### config.mk
export PLATFORM = sky130hd
export DESIGN_NAME = vc_allocator
export DESIGN_NICKNAME = d
export VERILOG_FILES = /design/src/rtl/vc_allocator.sv
export SDC_FILE = /design/constraint.sdc
export NUM_CORES = 1
export LEC_CHECK = 0
export ABC_AREA = 1
export CORE_MARGIN = 8
export CORE_UTILIZATION = 25
export DETAILED_ROUTE_END_ITERATION = 6
export GPL_ROUTABILITY_DRIVEN = 0
export PLACE_DENSITY = 0.57
export SLEW_MARGIN = 0
export SYNTH_ARGS = -nofsm -noshare
export SYNTH_HDL_FRONTEND = slang
export SYNTH_SLANG_ARGS = --single-unit
### constraint.sdc
create_clock -name clk -period 5.57 [get_ports clk]
set_input_delay 1.114 -clock clk [delete_from_list [all_inputs] [get_ports clk]]
set_output_delay 1.114 -clock clk [all_outputs]
set_load 0.05 [all_outputs]
### src/rtl/vc_allocator.sv
// ---------------------------------------------------------------------------
// vc_allocator
//   Output-VC allocator for one router output stage. Performs separable
//   input-first allocation: each requesting input VC first narrows its
//   candidate mask to a single output VC (stage 1), then each output VC picks
//   one of the requesters that chose it using a round-robin pointer (stage 2).
//   Grants are combinational from the current request and busy state; the
//   busy mask and round-robin pointers update on the clock edge.
//
// Configuration macro:
//   VA_RR_STAGE1_EN  - when defined, stage 1 uses a per-requester round-robin
//                      pointer instead of fixed lowest-index priority.
//
// Ports:
//   clk        in   1       clock
//   rst        in   1       asynchronous reset, active-high
//   reqVC      in   NIN*CN  requester i candidate-VC mask in [i*CN +: CN]
//   selOutVC   out  NIN*CN  requester i one-hot granted VC in [i*CN +: CN]
//   VCgranted  out  NIN     requester i granted this cycle
//   vc_release in   CN      per-VC pulse: tail flit of output VC j departed
//   vc_busy    out  CN      registered busy mask
// ---------------------------------------------------------------------------
module vc_allocator #(
  parameter int CN  = 6,
  parameter int NIN = 6
) (
  input  logic              clk,
  input  logic              rst,
  input  logic [NIN*CN-1:0] reqVC,
  output logic [NIN*CN-1:0] selOutVC,
  output logic [NIN-1:0]    VCgranted,
  input  logic [CN-1:0]     vc_release,
  output logic [CN-1:0]     vc_busy
);

  localparam int P1W = (CN  > 1) ? $clog2(CN)  : 1;
  localparam int P2W = (NIN > 1) ? $clog2(NIN) : 1;

  logic [CN-1:0]                busy_q, busy_d;
  logic [CN-1:0][P2W-1:0]       ptr2_q, ptr2_d;
  logic [NIN-1:0][CN-1:0]       ereq;
  logic [NIN-1:0][CN-1:0]       cand;
  logic [NIN-1:0][CN-1:0]       selVec;
  logic [CN-1:0][NIN-1:0]       column;
  logic [CN-1:0][NIN-1:0]       win;
  logic [CN-1:0]                grantMask;

`ifdef VA_RR_STAGE1_EN
  logic [NIN-1:0][P1W-1:0]      ptr1_q, ptr1_d;
`endif

  // Isolate the lowest set bit with the two's-complement trick.
  function automatic logic [CN-1:0] lowestCn(input logic [CN-1:0] x);
    return x & (~x + CN'(1));
  endfunction

  function automatic logic [NIN-1:0] lowestNin(input logic [NIN-1:0] x);
    return x & (~x + NIN'(1));
  endfunction

  // Round-robin pick: prefer the lowest request at or above the pointer,
  // otherwise wrap around and take the lowest request overall.
  function automatic logic [CN-1:0] rrPickCn(input logic [CN-1:0] req,
                                             input logic [P1W-1:0] ptr);
    logic [CN-1:0] hi;
    hi = req & ({CN{1'b1}} << ptr);
    return (hi != '0) ? lowestCn(hi) : lowestCn(req);
  endfunction

  function automatic logic [NIN-1:0] rrPickNin(input logic [NIN-1:0] req,
                                               input logic [P2W-1:0] ptr);
    logic [NIN-1:0] hi;
    hi = req & ({NIN{1'b1}} << ptr);
    return (hi != '0) ? lowestNin(hi) : lowestNin(req);
  endfunction

  // Pointer value one past the position of a one-hot vector, wrapping.
  function automatic logic [P2W-1:0] nextNin(input logic [NIN-1:0] oh);
    logic [P2W-1:0] r;
    r = '0;
    for (int k = 0; k < NIN; k++) begin
      if (oh[k]) r = (k == NIN - 1) ? '0 : P2W'(k + 1);
    end
    return r;
  endfunction

`ifdef VA_RR_STAGE1_EN
  function automatic logic [P1W-1:0] nextCn(input logic [CN-1:0] oh);
    logic [P1W-1:0] r;
    r = '0;
    for (int k = 0; k < CN; k++) begin
      if (oh[k]) r = (k == CN - 1) ? '0 : P1W'(k + 1);
    end
    return r;
  endfunction
`endif

  // Stage 1: each requester masks out busy VCs and keeps a single candidate.
  always_comb begin
    ereq = '0;
    cand = '0;
    for (int i = 0; i < NIN; i++) begin
      ereq[i] = reqVC[i*CN +: CN] & ~busy_q;
`ifdef VA_RR_STAGE1_EN
      cand[i] = rrPickCn(ereq[i], ptr1_q[i]);
`else
      cand[i] = lowestCn(ereq[i]);
`endif
    end
  end

  // Stage 2: each output VC arbitrates among the requesters that chose it.
  // A winner always has the VC as its sole candidate, so the transposed win
  // matrix is directly the per-requester one-hot grant.
  always_comb begin
    column    = '0;
    win       = '0;
    grantMask = '0;
    selVec    = '0;
    for (int j = 0; j < CN; j++) begin
      for (int i = 0; i < NIN; i++) begin
        column[j][i] = cand[i][j];
      end
      win[j]       = rrPickNin(column[j], ptr2_q[j]);
      grantMask[j] = |win[j];
    end
    for (int i = 0; i < NIN; i++) begin
      for (int j = 0; j < CN; j++) begin
        selVec[i][j] = win[j][i];
      end
    end
  end

  always_comb begin
    selOutVC  = '0;
    VCgranted = '0;
    for (int i = 0; i < NIN; i++) begin
      selOutVC[i*CN +: CN] = selVec[i];
      VCgranted[i]         = |selVec[i];
    end
  end

  // Next state: release is applied after the grant so that a release pulse on
  // a free VC being granted in the same cycle leaves it free.
  always_comb begin
    busy_d = (busy_q | grantMask) & ~vc_release;
    ptr2_d = ptr2_q;
    for (int j = 0; j < CN; j++) begin
      if (grantMask[j]) ptr2_d[j] = nextNin(win[j]);
    end
  end

`ifdef VA_RR_STAGE1_EN
  always_comb begin
    ptr1_d = ptr1_q;
    for (int i = 0; i < NIN; i++) begin
      if (VCgranted[i]) ptr1_d[i] = nextCn(selVec[i]);
    end
  end
`endif

  always_ff @(posedge clk or posedge rst) begin
    if (rst) begin
      busy_q <= '0;
      ptr2_q <= '0;
`ifdef VA_RR_STAGE1_EN
      ptr1_q <= '0;
`endif
    end else begin
      busy_q <= busy_d;
      ptr2_q <= ptr2_d;
`ifdef VA_RR_STAGE1_EN
      ptr1_q <= ptr1_d;
`endif
    end
  end

  assign vc_busy = busy_q;

endmodule

==> results.json <==
{
  "synthMuxAreaShare": 0,
  "cp-startpoint": "reqVC[2]",
  "grt_pass1_vias": 3660,
  "avgSynthCellArea_um2": 5.501,
  "timing.rr.start": "vc_busy[3]$_DFF_PP0_",
  "vias": 3703,
  "yosysTopAreaCell": "dfrtp_1",
  "cts_hold_buf": 0,
  "critPathArrivalTime_ps": 3890,
  "crit_type": "input pin to output pin",
  "intPower_w": 0.001109,
  "synth_adder_area_share": 0,
  "worstPathCellList": "clkdlybuf4s50_1, nand2_1, inv_1, nand3_2, nor2_1, inv_1, nand2_2, nor2_2, nand2_2, nand2_1, nand2_1, inv_1, nor3_1, nand2_1, clkdlybuf4s50_1",
  "rows": 39,
  "regArea_um2": 600.6,
  "synth-simple-area-share": 0.5858,
  "grt_pass1_wl_mm": 18.02,
  "clkPwrFrac": 0.074,
  "finClkSkew_ps": 1.716,
  "synthToLayoutAreaGrowth_pct": 40.99,
  "die_w_um": 124.0,
  "cap_violations": 0,
  "die-area_um2": 15370,
  "slew_headroom": 0.3056,
  "holdPathStages": 2,
  "ys_top_cells_by_count": "140 x nand2_1, 84 x inv_1, 82 x nor2_1",
  "yosysTopAreaCellShare": 0.2060,
  "drc": 0,
  "final_layout_size_suffix_gt1_frac": 0.09280,
  "yosysMostFrequentCell": "nand2_1",
  "hold_viol": 0,
  "tritoncts": "done",
  "yosysWarnings": 0,
  "die_h_um": 124.0,
  "p_switching_w": 0.001780,
  "core_um2": 11420,
  "synth_ff_type": "dfrtp_1",
  "dpl.hpwl_mm": 9.866,
  "post_cts_buffers": 0,
  "cts.sinks": 24,
  "ios": 92,
  "crit_required_ps": 4460,
  "rr_worst_depth": 13,
  "avgViaCountPerCell": 4.822,
  "status": "finished, final reports clean",
  "hold_path_class": "flip-flop to flip-flop",
  "ctsResizeCount": 0,
  "start_kind": "input pin",
  "critPathMaxStageDelay_ps": 720,
  "report.final.setup_viol": 0,
  "multi_input_area_um2": 1959,
  "power.share.combinational": 0.800,
  "htreeDepth": 1,
  "end_kind": "output pin",
  "yosys-top-cells-area": "dfrtp_1 21%, nand2_1 18%, nand3_1 11%",
  "tightest_slew_ps": 1040,
  "mappedNetlistArea_um2": 2915,
  "antenna_found_initial": 0,
  "start_util": 0.2553,
  "cp_slowest_cell": "clkdlybuf4s50_1",
  "holdCritStartpoint": "ptr2_q[6]$_DFFE_PP0P_",
  "clockBufferDepth": 2,
  "rsz0062_at_grt": "no",
  "crit_path_frequent_cell": "nand2_1",
  "grt.total_usage": 0.1488,
  "synth_edf_count": 0,
  "root_buffer": "clkbuf_16",
  "overflow": 0,
  "ys_types": 31,
  "synth-compound-area-share": 0.08627,
  "cp_max_fo": 5,
  "fillers": 1288,
  "routedWlPerCell_um": 15.02,
  "async_flop_share": 1.000,
  "drt_wl_total_mm": 11.53,
  "antenna_cells": 0,
  "synth_seq_cells": 24,
  "cts.clk_slew.worst_paths_ps": 70,
  "seq_power_share": 0.126,
  "clock_latency_ps": 260,
  "synth_fp_nets": 574,
  "p_leak_nw": 2.228,
  "ys_seq_area_frac": 0.2060,
  "peakVddDrop_mv": 0.2948,
  "min_period_ps": 4999,
  "final_antenna_net_count": 0,
  "switching_share": 0.6161,
  "synthXorXnorAreaFrac": 0,
  "power.density_nw_per_um2": 702.8,
  "port_buffers": 91,
  "finalPower_w": 0.002889,
  "cts_made_buffers": 3,
  "layout.nets": 670,
  "synth_top_family_by_area": "simple AND/OR/NAND/NOR gates",
  "period_share": 0.8975,
  "netlist_instances": 530,
  "first_iter_violations": 215,
  "max_freq_ghz": 0.2000,
  "grt_max_degree": 25,
  "tns_ps": 0,
  "firstDrtPassIters": 5,
  "slew_violations": 0
}
cell families after synthesis:
logic type,count (synthesis)
AOI/OAI and AO/OA,43
buffers and inverters,94
DFF,24
and+or+nand+nor,369
per-layer routing:
layer	vias to the layer above	GRT usage	wire length, um
met5	-	0	0
met4	0	0.05056	312
met3	19	0.02947	791
met2	129	0.2645	5575
met1	1683	0.1749	4855
li1	1872	-	-
stage by stage:
stage	hold WS, ps	util	area (um2)	instances	worst slack, ps
floorplan	493.4	-	2915	530	1164
global route	588.1	0.3600	4110	768	433.5
global placement	530.1	0.3508	4005	764	629.9
CTS	553.3	0.3600	4110	768	598.4
finish	551.3	0.3600	4110	768	570.7
detailed placement	537.6	0.3508	4005	764	601.7
area by class of cell:
type,count,share of cell area
inverters,94,0.08645
well taps,143,0.04353
multi-input cells,412,0.4767
clock inverters,1,0.007306
clock buffers,3,0.01826
repair buffers,91,0.2216
flip-flops and latches,24,0.1461
worst paths after layout:
path / slack (ps) / endpoint
worst max register to register: 3450 / vc_busy[4]$_DFF_PP0_
worst min register to register: 550 / ptr2_q[6]$_DFFE_PP0P_
worst min-delay path: 550 / ptr2_q[6]$_DFFE_PP0P_
worst max-delay path: 570 / VCgranted[0]
max in group asynchronous: 3540 / ptr2_q[6]$_DFFE_PP0P_
min in group asynchronous: 1400 / vc_busy[4]$_DFF_PP0_
placed cells by master (no fill, tap or decap), types with 10 or more instances in the layout:
cell type	netlist	layout
o21ai_1	20	20
nor3_1	25	25
nand4_1	10	10
nor2_1	82	82
inv_1	84	84
dfrtp_1	24	24
a21oi_1	10	10
nor2_2	14	14
nand3_1	64	64
nand2_2	15	15
clkdlybuf4s50_1	0	91
nand2_1	140	140
critical path, delay by kind of cell:
kind | cells | cell delay [ps]
buffers and inverters | 5 | 1540
and+or+nand+nor | 10 | 1220
power by group through the flow:
stage / Clock, W / Combinational (W) / Sequential (W)
4_1_cts: 0.000218 / 0.00232 / 0.000363
3_3_place_gp: 0 / 0.00230 / 0.000365
2_1_floorplan: 0 / 0.00156 / 0.000412
5_1_grt: 0.000226 / 0.00250 / 0.000380
6_report: 0.000215 / 0.00231 / 0.000364
3_5_place_dp: 0 / 0.00231 / 0.000365
flip-flops by register name, indices dropped and copies added (netlist names):
| name | count |
|---|---|
| ptr2_q | 18 |
| vc_busy | 6 |
No activity file was read; power rests on OpenSTA's default activity.
